==> src/rtl/reorder_buffer.sv <==
// reorder_buffer: eight-entry in-order retirement buffer with CDB capture and per-entry busy flags
module reorder_buffer #(
    parameter int DATA_W = 32,
    parameter int REG_W  = 5
) (
    input  logic              clk,
    input  logic              rst,
    input  logic              start,
    input  logic              issue_valid,
    input  logic [2:0]        issue_idx,
    input  logic [2:0]        issue_op,
    input  logic [REG_W-1:0]  issue_dest,
    input  logic              cdb_valid,
    input  logic [2:0]        cdb_tag,
    input  logic [DATA_W-1:0] cdb_value,
    input  logic [DATA_W-1:0] cdb_addr,
    input  logic              commit_ready,
    output logic              commit_valid,
    output logic [2:0]        commit_idx,
    output logic [2:0]        commit_op,
    output logic [REG_W-1:0]  commit_dest,
    output logic [DATA_W-1:0] commit_value,
    output logic [DATA_W-1:0] commit_addr,
    output logic              busy_rb0,
    output logic              busy_rb1,
    output logic              busy_rb2,
    output logic              busy_rb3,
    output logic              busy_rb4,
    output logic              busy_rb5,
    output logic              busy_rb6,
    output logic              busy_rb7,
    output logic              rob_full,
    output logic              rob_empty,
    output logic              issue_err,
    output logic [31:0]       commit_count
);
    logic [7:0]        busy, ready;
    logic [2:0]        op    [8];
    logic [REG_W-1:0]  dest  [8];
    logic [DATA_W-1:0] value [8];
    logic [DATA_W-1:0] addr  [8];
    logic [2:0]        head;
    logic              fire, do_issue;

    assign commit_valid = busy[head] && ready[head];
    assign commit_idx   = head;
    assign commit_op    = op[head];
    assign commit_dest  = dest[head];
    assign commit_value = value[head];
    assign commit_addr  = addr[head];
    assign fire         = commit_valid && commit_ready;
    assign do_issue     = issue_valid && !busy[issue_idx];
    assign {busy_rb7, busy_rb6, busy_rb5, busy_rb4, busy_rb3, busy_rb2, busy_rb1, busy_rb0} = busy;
    assign rob_full     = &busy;
    assign rob_empty    = ~|busy;

    always_ff @(posedge clk) begin
        if (rst || !start) begin
            busy         <= '0;
            ready        <= '0;
            head         <= '0;
            commit_count <= '0;
            issue_err    <= 1'b0;
            for (int i = 0; i < 8; i++) begin
                op[i]    <= '0;
                dest[i]  <= '0;
                value[i] <= '0;
                addr[i]  <= '0;
            end
        end else begin
            issue_err <= issue_valid && busy[issue_idx];
            if (fire) begin
                head         <= head + 3'd1;
                commit_count <= commit_count + 32'd1;
            end
            // issue needs a free entry and commit a busy one, so they never hit the same slot
            for (int i = 0; i < 8; i++) begin
                if (fire && head == 3'(i)) begin
                    busy[i]  <= 1'b0;
                    ready[i] <= 1'b0;
                end
                if (do_issue && issue_idx == 3'(i)) begin
                    busy[i]  <= 1'b1;
                    ready[i] <= 1'b0;
                    op[i]    <= issue_op;
                    dest[i]  <= issue_dest;
                    value[i] <= '0;
                    addr[i]  <= '0;
                end else if (cdb_valid && cdb_tag == 3'(i) && busy[i] && !ready[i]) begin
                    value[i] <= cdb_value;
                    addr[i]  <= cdb_addr;
                    ready[i] <= 1'b1;
                end
            end
        end
    end
endmodule

==> config.mk <==
export PLATFORM = sky130hd
export DESIGN_NAME = reorder_buffer
export DESIGN_NICKNAME = d
export VERILOG_FILES = /design/src/rtl/reorder_buffer.sv
export SDC_FILE = /design/constraint.sdc
export NUM_CORES = 1
export LEC_CHECK = 0
export CORE_ASPECT_RATIO = 0.7
export CORE_MARGIN = 4
export CORE_UTILIZATION = 35
export DETAILED_ROUTE_END_ITERATION = 10
export GPL_TIMING_DRIVEN = 0
export MAX_ROUTING_LAYER = met4
export SKIP_CTS_REPAIR_TIMING = 1
export SYNTH_ARGS = -nofsm -noshare
export SYNTH_HDL_FRONTEND = slang
export SYNTH_SLANG_ARGS = --single-unit
==> constraint.sdc <==
create_clock -name clk -period 27.4 [get_ports clk]
set_clock_uncertainty 0.15 [all_clocks]
set_input_delay 5.48 -clock clk [delete_from_list [all_inputs] [get_ports clk]]
set_output_delay 5.48 -clock clk [all_outputs]
set_load 0.005 [all_outputs]
Word level (Yosys, flattened, before mapping)
Memory sizes are Yosys's and may differ from the RTL's. A register that Yosys moved wholly into a read port is not among the register bits.
Cells that the tools add are included.
{"block": "totals", "inputBits": 84, "elab_cells": 325, "regBits": 52, "n_memories": 4, "ram_bits": 576, "output_inout_bits": 119}
{"memory": "addr", "depth": 8, "word_bits": 32, "read_ports": 1, "rd_clocked_by_memory_dff": 1, "wr": 8, "line_no": "41", "source": "logic [DATA_W-1:0] addr [8];"}
{"memory": "value", "depth": 8, "word_bits": 32, "read_ports": 1, "rd_clocked_by_memory_dff": 1, "wr": 8, "line_no": "40", "source": "logic [DATA_W-1:0] value [8];"}
{"memory": "dest", "depth": 8, "word_bits": 5, "read_ports": 1, "rd_clocked_by_memory_dff": 1, "wr": 8, "line_no": "39", "source": "logic [REG_W-1:0] dest [8];"}
{"memory": "op", "depth": 8, "word_bits": 3, "read_ports": 1, "rd_clocked_by_memory_dff": 1, "wr": 8, "line_no": "38", "source": "logic [2:0] op [8];"}
{"block": "classes", "order_cmp": 2, "addsub": 2, "mux": 144, "n_eq_ne": 21, "n_bitwise": 48, "reduce_logical": 85}
{"cell": "2-to-1 mux 32 bit", "count": 32}
{"cell": "2-to-1 mux 1 bit", "count": 85}
{"cell": "2-to-1 mux 3 bit", "count": 16}
{"cell": "OR 1 bit", "count": 48}
{"cell": "logical AND 1 bit", "count": 44}
{"cell": "2-to-1 mux 5 bit", "count": 8}
{"cell": "== test 3 bit (second input constant)", "count": 12}
{"cell": "adder 32 x 1 -> 32 bit (second input constant)", "count": 1}
{"cell": "nonzero test 2 bit", "count": 16}
{"cell": "== test 3 x 2 -> 1 bit (second input constant)", "count": 6}
{"cell": "OR reduction 2 bit", "count": 8}
{"cell": "zero test 1 bit", "count": 11}
{"cell": "binary-select mux 1 bit (select 3 bit)", "count": 3}
{"cell": "== test 3 x 1 -> 1 bit (second input constant)", "count": 3}
{"cell": "zero test 3 bit", "count": 3}
{"cell": "less-than comparator 3 x 4 -> 1 bit (second input constant)", "count": 2}
{"cell": "AND reduction 8 bit", "count": 1}
{"cell": "OR reduction 8 bit", "count": 1}
{"cell": "adder 3 x 1 -> 3 bit (second input constant)", "count": 1}
{"cell": "logical OR 1 bit", "count": 1}

Logic depth before layout (Yosys ltp)
{"block": "logic_depth", "ltp_word": 10, "depth_mapped": 8, "mapped_depth_nobuf": 6}

Worst setup path before layout
No wires, ideal clock.
{"block": "synth_path", "path_kind": "in2reg", "start": "in cdb_tag[2]", "end": "mem addr[3][0] (enable)", "slack_ns": 13.513, "setup_time_ns": 0.706, "path_stages": 2, "n_path_buf": 0, "arrival_ns": 13.031, "t_required_ns": 26.544, "cell_sequence": "nand2b_1 -> o311ai_0"}
{"item": "start: declaration", "line_no": "14", "source": "input logic [2:0] cdb_tag,"}
{"item": "end: declaration", "line_no": "41"}

==> reports/qor.txt <==
Status: complete, but fails checks
Failing checks: capacitance limit, slew limit
Num rows: 86
Share of power burned in registers: 52.1%
Vias per cell: 5.325
Routed wire length: 81.34 mm
Yosys warns: 0
Cells on worst reg2reg path: 6
Async SR Flop Fraction: 0%
Post-synthesis mux area share: 14.77%
Port-buffer cells: 201
Setup violators final: 0
Min-Delay Startpoint: commit_count[31]
P per Cell Area: 61.78 nW/um^2
Layout cell share with drive strength beyond 1: 16.38%
Number of global-route vias before repair: 17850
CTS Buf Count: 66
Synth Area in Adders: 0.3110%
Post-synth top flop: edfxtp_1
Via count: 17240
RSZ-0062 raised after global routing: false
Post-Synthesis Net Count: 1926
Worst EP required: 21.77 ns
FF+latch count, synth: 631
Antenna Nets Post-Route: 0
Layout Utilization: 43.06%
Setup tns final: 0 ns
Crit end category: output pin
Pre-CTS WS: 17.80 ns
Xor and xnor area share after synthesis: 0.06221%
Fin nets: 2216
Worst skew pair latency: 0.61 ns
Num ports: 203
Drt wl/cell: 25.12 um
Max-slew violation count: 11
Post-Syn Area: 28160 sq um
Sw frac: 21.16%
Period utilization: 36.73%
Worst Path Class, Setup: reg -> out
Hold EP: commit_count[31]
TritonCTS clock tree: done
Area delta synth->final: 21.10%
Reg2reg start: busy[6]
R2R Path End: addr[6][7]
Worst Path Max Fanout: 10
Share of the synthesized area in the top cell type: 61.42%
Leakage: 0.01247 uW
Sink Count: 631
Placer Congestion: 0.8596
VDD IR max: 38.72 uV
Slew @ Worst Pin: 1.519 ns
Final hold violations: 0
Max_slew headroom: -1.660%
CTS root buf: clkbuf_16
Core ar.: 79200 sq um
Fmax: 0.09935 GHz
Setup slack, reg-to-reg: 23.51 ns
Worst min path class: reg -> reg
NetSw: 445.7 uW
PnR worst setup slack: 17.34 ns
Synth Area in Compound Gates: 2.168%
GRT Total Usage: 19.52%
Fill cells: 7028
Syn Inst Count: 1835
Placed cells: 3113
Post-detail-place hpwl: 53.43 mm
Die width: 347.0 um
Post-synth EDFFs: 576
Die area: 85130 sq um
Design area: 34100 sq um
Min cycle time layout: 10.06 ns
Avg Synthesized Cell Area: 15.35 sq um
Die Y: 245.3 um
Combinational power share: 4.8%
Register area share after synthesis: 65.33%
Largest net degree at the start of global routing: 49
H-tree depth: 3
Crit start category: register
Final Instance Count excl. Fillers: 3238
Leading area contributor after synthesis: edfxtp_1
Grt total ovfl: 0
Initial core utilization: 35.56%
Yosys cell types: 49
Synth Area in Simple Gates: 15.41%
1st-iter DRT viols: 1823
Synth area leaders: edfxtp_1 (61%), mux4_2 (12%), and2_1 (10%)
Initial antenna violation count: 12
Pint: 1661 uW
Post-route DRC: 0
Max cap viols: 1
Combinational family with the most area after synthesis: simple AND/OR/NAND/NOR gates
WP data arrival: 4.44 ns
Hold Crit Depth: 2
Area of placed instances: 31940 sq um
DRT Pass-1 Iters: 5
Max Root-Sink Buffers: 3
First-pass GRT wire length: 119.8 mm
Clock slew at reported path FFs: 0.06 ns
Clock power frac: 43.1%
kinds of logic (layout without fill, tap and decap cells):
| kind of cell | after synthesis | after routing |
|---|---|---|
| other | 0 | 8 |
| adders and majority gates | 7 | 7 |
| buffers and inverters | 141 | 480 |
| xor gates and xnor gates | 2 | 2 |
| muxes | 224 | 224 |
| DFF | 631 | 631 |
| and+or+nand+nor | 737 | 737 |
| AOI/OAI and AO/OA | 93 | 93 |
metal layers:
layer	global-route usage (%)	wire length, um	vias to the layer above
li1	-	-	7517
met1	27.36	35390	8913
met2	29.58	37480	719
met3	4.119	7233	92
met4	4.035	1243	0
met5	-	0	-
how the worst max path moves through the flow:
stage,to,slack (ns),depth (start not counted),from
finish,commit_value[27],17.34,6,register
global route,commit_value[27],17.30,6,register
CTS,commit_value[27],17.41,6,register
detailed placement,addr[6][7],17.80,7,start
global placement,value[3][18],4.99,3,cdb_tag[0]
floorplan,addr[3][0],13.51,2,cdb_tag[2]
flip-flops by register name (all words and copies together), names as in the netlist, named ones only:
signal and flops:
addr 256, busy 8, commit_count 32, commit_idx 3
dest 40, issue_err 1, op 24, ready 8
value 256
power by group through the flow:
stage	Clock, uW	Sequential (uW)	Combinational, uW
CTS	922	1100	102
finish	909	1100	100
global placement	0	1130	92.5
global route	963	1100	107
floorplan	0	1120	39.7
detailed placement	0	1120	101
metrics by stage:
step                      power [uW]  hold WS (ns)
after global routing            2171        0.3735
after detailed placement        1220        0.3285
final                           2107        0.3368
after CTS                       2121        0.3379
after global placement          1218        0.3225
after floorplan                 1157        0.3121
synth_stat cells, drive strengths merged, types with 3 or more instances:
master     n
nand3     15
or3        5
mux4     146
a31o       3
mux2i      5
edfxtp   576
o31ai     13
nor4       3
nand2     54
nor2b      5
mux2      73
and2     453
ha         7
nor2      69
clkbuf   105
a21oi     34
dfxtp     55
o21ai     19
o2111ai    5
nand4b     8
or4       18
buf       17
nand2b    10
nand4     16
inv       19
nor3       3
and3      70
area by class of cell:
type / count / area [sq um] / share of cell area [%]
clock inverters: 30 / 302.8 / 0.8879
flip-flops and latches: 631 / 18400 / 53.95
inverters: 19 / 71.32 / 0.2091
plain buffers: 122 / 475.5 / 1.394
diodes: 8 / 20.02 / 0.05870
well taps: 1056 / 1321 / 3.875
multi-input cells: 1063 / 9306 / 27.29
clock buffers: 87 / 1839 / 5.393
repair buffers: 222 / 2367 / 6.942
critical path, cell delays in order, from the launching register on:
cell and delay (ns):
dfxtp_1 0.31, clkbuf_1 0.65, clkbuf_1 0.83, buf_1 0.76
mux4_2 0.41, mux2_2 0.37, clkdlybuf4s50_1 0.48
placed cells by master (no fill, tap or decap), types with 34 or more instances in the layout:
cell type | synthesis | routed
a21oi_1 | 34 | 34
and2_1 | 453 | 453
and3_1 | 70 | 70
clkbuf_1 | 105 | 119
clkbuf_16 | 0 | 71
clkdlybuf4s50_1 | 0 | 201
dfxtp_1 | 55 | 55
edfxtp_1 | 576 | 576
mux2_2 | 73 | 73
mux4_2 | 146 | 146
nand2_1 | 54 | 54
nor2_1 | 69 | 69
(Power assumes the default switching activity.)
